### config.mk
export PLATFORM = sky130hd
export DESIGN_NAME = serial_mag_compare
export DESIGN_NICKNAME = d
export VERILOG_FILES = /design/src/rtl/serial_mag_compare.sv
export SDC_FILE = /design/constraint.sdc
export NUM_CORES = 1
export LEC_CHECK = 0
export CORE_MARGIN = 10
export CORE_UTILIZATION = 42
export CTS_BUF_LIST = sky130_fd_sc_hd__clkbuf_16
export DETAILED_ROUTE_END_ITERATION = 10
export GPL_TIMING_DRIVEN = 0
export PLACE_DENSITY = 0.67
export SETUP_SLACK_MARGIN = 0.05
export SYNTH_ARGS = -nofsm -noshare
export SYNTH_HDL_FRONTEND = slang
export SYNTH_SLANG_ARGS = --single-unit
### constraint.sdc
create_clock -name clk -period 1.3 [get_ports clk]
set_input_delay 0.13 -clock clk [delete_from_list [all_inputs] [get_ports clk]]
set_output_delay 0.13 -clock clk [all_outputs]
set_load 0.02 [all_outputs]
### src/rtl/serial_mag_compare.sv
// Bit-serial magnitude comparator: folds MSB-first per-bit comparator results
// into one registered equal/lesser/greater verdict per WIDTH-bit word.
module serial_mag_compare #(
   parameter int unsigned WIDTH = 8
) (
   input  logic clk,
   input  logic rst,
   input  logic start,
   input  logic bit_valid,
   input  logic equal_in,
   input  logic lesser_in,
   input  logic greater_in,
   output logic busy,
   output logic done,
   output logic equal,
   output logic lesser,
   output logic greater,
   output logic err
);

   localparam int unsigned CNT_W = (WIDTH > 1) ? $clog2(WIDTH) : 1;
   localparam logic [CNT_W-1:0] LAST_CNT = CNT_W'(WIDTH - 1);

   typedef enum logic [1:0] {
      S_IDLE    = 2'd0,
      S_COLLECT = 2'd1,
      S_DONE    = 2'd2
   } state_t;

   state_t           state, state_nxt;
   logic [CNT_W-1:0] cnt, cnt_nxt;
   logic             decided, decided_nxt;
   logic             dir_lt, dir_lt_nxt;
   logic             busy_nxt, done_nxt;
   logic             equal_nxt, lesser_nxt, greater_nxt, err_nxt;

   logic [1:0]       hot_cnt_c;
   logic             one_hot_c;
   logic             dec_now_c, lt_now_c;

   // A bit result is trusted only when exactly one comparator output is high.
   assign hot_cnt_c = 2'(equal_in) + 2'(lesser_in) + 2'(greater_in);
   assign one_hot_c = (hot_cnt_c == 2'd1);

   // Decision state including the bit currently presented.
   always_comb begin
      dec_now_c = decided;
      lt_now_c  = dir_lt;
      if (!decided && one_hot_c && lesser_in) begin
         dec_now_c = 1'b1;
         lt_now_c  = 1'b1;
      end else if (!decided && one_hot_c && greater_in) begin
         dec_now_c = 1'b1;
         lt_now_c  = 1'b0;
      end
   end

   // Next-state and registered-output logic.
   always_comb begin
      state_nxt   = state;
      cnt_nxt     = cnt;
      decided_nxt = decided;
      dir_lt_nxt  = dir_lt;
      busy_nxt    = busy;
      done_nxt    = 1'b0;
      equal_nxt   = equal;
      lesser_nxt  = lesser;
      greater_nxt = greater;
      err_nxt     = err;

      if (start) begin
         // start wins over any bit presented in the same cycle
         state_nxt   = S_COLLECT;
         cnt_nxt     = '0;
         decided_nxt = 1'b0;
         dir_lt_nxt  = 1'b0;
         busy_nxt    = 1'b1;
         equal_nxt   = 1'b0;
         lesser_nxt  = 1'b0;
         greater_nxt = 1'b0;
         err_nxt     = 1'b0;
      end else begin
         unique case (state)
            S_COLLECT: begin
               if (bit_valid) begin
                  decided_nxt = dec_now_c;
                  dir_lt_nxt  = lt_now_c;
                  if (!one_hot_c) begin
                     err_nxt = 1'b1;
                  end
                  if (cnt == LAST_CNT) begin
                     state_nxt   = S_DONE;
                     busy_nxt    = 1'b0;
                     done_nxt    = 1'b1;
                     equal_nxt   = !dec_now_c;
                     lesser_nxt  = dec_now_c && lt_now_c;
                     greater_nxt = dec_now_c && !lt_now_c;
                  end else begin
                     cnt_nxt = cnt + CNT_W'(1);
                  end
               end
            end
            S_IDLE, S_DONE: begin
               state_nxt = state;
            end
            default: begin
               state_nxt = S_IDLE;
               busy_nxt  = 1'b0;
            end
         endcase
      end
   end

   // State and output registers.
   always_ff @(posedge clk) begin
      if (rst) begin
         state   <= S_IDLE;
         cnt     <= '0;
         decided <= 1'b0;
         dir_lt  <= 1'b0;
         busy    <= 1'b0;
         done    <= 1'b0;
         equal   <= 1'b0;
         lesser  <= 1'b0;
         greater <= 1'b0;
         err     <= 1'b0;
      end else begin
         state   <= state_nxt;
         cnt     <= cnt_nxt;
         decided <= decided_nxt;
         dir_lt  <= dir_lt_nxt;
         busy    <= busy_nxt;
         done    <= done_nxt;
         equal   <= equal_nxt;
         lesser  <= lesser_nxt;
         greater <= greater_nxt;
         err     <= err_nxt;
      end
   end

endmodule

After elaboration in Yosys (flattened, before gate mapping)
Cells that the tools add are included.
W data, S select, Z words.
- add/subtract/negate cells: 3
- equal/unequal tests: 9
- muxes and demuxes: 13
- reductions and logical operators: 18
- bitwise operators: 5
- operators with widths (cell ; number):
    $reduce_and A3 Y1 ; 5
    $mux W1 ; 9
    $ne A2 B2 Y1 const B ; 3
    $ne A3 B3 Y1 const B ; 2
    $logic_and A1 B1 Y1 ; 5
    $not A1 Y1 ; 5
    $eq A2 B1 Y1 const B ; 2
    $mux W2 ; 2
    $pmux W2 S2 ; 1
    $reduce_or A2 Y1 ; 2
    $reduce_or A4 Y1 ; 1
    $add A3 B1 Y3 const B ; 1
    $eq A3 B3 Y1 const B ; 1
    $logic_not A1 Y1 ; 3
    $add A1 B1 Y2 ; 1
    $add A2 B1 Y2 ; 1
    $eq A2 B2 Y1 const B ; 1
    $logic_not A2 Y1 ; 1
    $pmux W1 S2 ; 1
    $reduce_and A2 Y1 ; 1
- output and inout port bits: 6
- bits of input ports: 7
- register bits: 13

Depth between registers and ports, before layout
Gate-level depths: netlist of the first run.
- word-level depth: 9
- mapped depth: 5

Worst setup path after synthesis of the first run
No wires, ideal clock.
- kind: flip-flop to flip-flop
- start: register cnt[0]
- end: register cnt[1]
- cell stages (with the launch flop): 6
- path buffers: 0
- setup slack: -100 ps
- period minus slack after synthesis: 1400 ps
- arrival: 1286 ps
- cell sequence: dfxtp_1 > ha_1 > ha_1 > and4bb_2 > mux2i_1 > nor2_1
- cells in the longest elaborated chain, start to end: 3
- ends and longest elaborated chain (item ; line ; source):
    start, declared ; 31 ; logic [CNT_W-1:0] cnt, cnt_nxt;
    start signal, assigned ; 129 ; cnt <= cnt_nxt;
    $eq A3 B3 Y1 ; 91 ; if (cnt == LAST_CNT) begin
    $not A1 Y1 (no line) ; n/a ;
    $reduce_and A3 Y1 (no line) ; n/a ;
Parallel ways exist; a longest one is shown, timed or not.
A chain may end at the register's enable or synchronous reset.

Worst setup path in the final report of the first run
Same ends and word-level chain as after synthesis.

==> results of run 1 <==
-- stage by stage --
step | util | std cells
floorplan | - | 55
global placement | 0.578 | 82
detailed placement | 0.578 | 82
CTS | 0.674 | 90
global route | 0.714 | 91
finish | 0.714 | 91
-- timing repair --
item | CTS | global route
pin swaps | 10 | 4
setup buffers | 4 | 1
resized for setup | 25 | 7
gates cloned | 0 | 0
hold endpoints to repair | 0 | 0
endpoints found under the setup margin | 15 | 7
-- synth_stat cells (all sizes together), types with 2 or more instances --
cell type	instances
a21oi	6
dfxtp	12
ha	2
inv	2
mux2i	2
nand2	2
nand3	2
nor2	7
or2	2
-- logic make-up (layout without fill, tap and decap cells) --
group	count (synthesis)	after routing	synth area share
mux	2	2	0.0351
buf+inv	3	24	0.0329
fa+ha+maj	3	3	0.0789
simple gates	21	21	0.257
xor+xnor	1	1	0.0154
compound gates	13	13	0.160
flops	12	12	0.421
-- power groups by stage --
stage | Sequential [mW] | Clock (mW) | Combinational [mW]
3_3_place_gp | 0.388 | 0 | 0.104
6_report | 0.382 | 0.559 | 0.136
5_1_grt | 0.383 | 0.585 | 0.148
3_5_place_dp | 0.388 | 0 | 0.105
4_1_cts | 0.381 | 0.574 | 0.114
2_1_floorplan | 0.391 | 0 | 0.0606
-- cell type report --
| cell class | instances | area [µm²] | share of cell area |
|---|---|---|---|
| inverters | 2 | 7.51 | 0.00819 |
| well taps | 15 | 18.8 | 0.0205 |
| multi-input cells | 40 | 390 | 0.426 |
| clock buffers | 3 | 75.1 | 0.0819 |
| flip-flops and latches | 12 | 243 | 0.265 |
| plain buffers | 1 | 11.3 | 0.0123 |
| clock inverters | 1 | 3.75 | 0.00409 |
| repair buffers | 17 | 168 | 0.183 |
-- flip-flops by register name, indices dropped and copies added, names as in the netlist --
name,cells
greater,1
equal,1
busy,1
cnt,3
done,1
decided,1
err,1
lesser,1
dir_lt,1
state,1
-- worst paths after layout --
kind,startpoint,end,slack [ps],cells after the start
max,cnt[0],cnt[1],-30,5
min,lesser_in,dir_lt,260,3
min reg2reg,err,err,460,2
max reg2reg,cnt[0],cnt[1],-30,5
-- worst register-to-register path, delay by kind of cell (launching register included) --
family | cells | cell delay (ps)
adder cells (fa/ha/maj) | 2 | 320
flip-flops | 1 | 330
AND/OR/NAND/NOR | 2 | 390
multiplexers | 1 | 190
-- per-layer routing --
metal,vias up,GRT usage
met5,-,0
li1,239,-
met3,4,0.0404
met1,224,0.0823
met2,14,0.135
met4,0,0.0503
==> flow_summary.yaml, run 1 <==
global_route:
  grt_pass1_wl_mm: 2.17
  antenna_found_initial: 0
  grt_start_max_net_pins: 10
  grtUsageTotal: 0.0826
  grt_overflow: 0
  grt_pass1_vias: 482
routing:
  dr.pass1.iters: 4
  wl_per_cell_um: 14.2
  routed_wl_mm: 1.30
  dr_wl_met2_um: 637
  ant_nets: 0
  via_count: 481
  highest_layer: "met4"
  remaining_drc_errors: 0
  met1Wirelength_um: 545
  drt_iter0_markers: 5
  wl_met3_um: 94
  viasPerCell: 5.29
run_status:
  violations: "negative setup slack"
  status: "complete, but fails checks"
timing:
  post-route-min-period_ps: 1330
  min_period_over_period: 1.02
  rsz0062_at_grt: "true"
  finClkSkew_ps: 4.32
  holdWs_ps: 259
  fmax_mhz: 753
  finalSetupViolCount: 5
  drv_slew: 0
  fin_ws_ps: -28.0
  tightest_slew_ps: 244
  hold_violations: 0
  max_slew_margin: 0.837
  setup_tns_ps: -84.1
cts:
  cts_sinks: 12
  h-tree-depth: 1
  clk_pin_slew_ps: 40
  cts_tree: "built"
  clkLatencyLatePin_ps: 240
  cts_buffer_depth: 2
  cts_buffers: 3
  cts_hold_buf: 0
  root_buffer: "clkbuf_16"
die:
  rows: 13
  die_y_um: 56.9
  initial_utilization: 0.444
  io_pins: 13
  die-area_mm2: 0.00323
  core_area_mm2: 0.00128
  die_w_um: 56.9
pwr:
  leakagePower_nw: 0.383
  p_total_mw: 1.08
  p_switching_mw: 0.224
  p_seq_frac: 0.355
  intPower_mw: 0.854
  p_sw_frac: 0.207
  power_frac_comb: 0.126
  ir_drop_mv: 0.677
  powerDensity_mw_per_mm2: 1170
  clock_power_share: 0.519
yosys:
  synth_area_per_cell_um2: 10.4
  netlist_top_cells_area: "dfxtp_1, a21oi_1, nor2_1, ha_1, nand4b_4"
  synth_edf_count: 0
  synth.top_cell.area_share: 0.421
  syn-num-nets: 65
  synth_area_um2: 571
  syn_inst: 55
  synth-main-ff-cell: "dfxtp_1"
  synth_top_area_cell: "dfxtp_1"
  synth.ff_latch_count: 12
  yosysSeqAreaShare: 0.421
  yosys_warnings: 0
  synth_cell_types: 27
  async_reset_ff_frac: 0
placed_design:
  portBuffers: 12
  post_dp_cell_area_um2: 743
  post-dp-hpwl_um: 892
  pre_cts_ws_ps: -657
  place_congestion: 0.688
job:
  cap_violations: 0
finish:
  mostFrequentLayoutCell: "dfxtp_1"
  fillers: 91
  final_nets: 87
  most-common-layout-cells: "dfxtp_1, nor2_1, dlygate4sd2_1"
  drive_above_1_share: 0.342
  insertedDiodeCount: 0
  syn2layout_area_growth_pct: 60.7
  design_area_um2: 917
setup_path:
  startpoint_type: "flop"
  crit_chain: "ha_4, ha_4, and4bb_4, mux2i_1, nor2_1"
  criticalPathCategory: "flop to flop"
  crit_arrival_ps: 1450
  path_delay_family: "simple AND/OR/NAND/NOR gates"
  cp_common_cell: "ha_4"
  max_stage_delay_ps: 340
  slowest_stage: "and4bb_4"
  crit_fanout: 3
  crit_path_end_kind: "flop"
  critPathBufInv: 0
  required_ps: 1430
worst_hold_path:
  hold_class: "input pin to flop"
(Power assumes the default switching activity.)
==> run 2, diff against run 1 <==
Settings changed: SLEW_MARGIN set to 20.
==> results of run 2 <==
Final layout, timing and power as in run 1 (identical DEF).
==> run 3, diff against run 2 <==
Settings changed: ABC_CLOCK_PERIOD_IN_PS set to 1300.
==> results of run 3 <==
Final layout, timing and power as in run 1 (identical DEF).
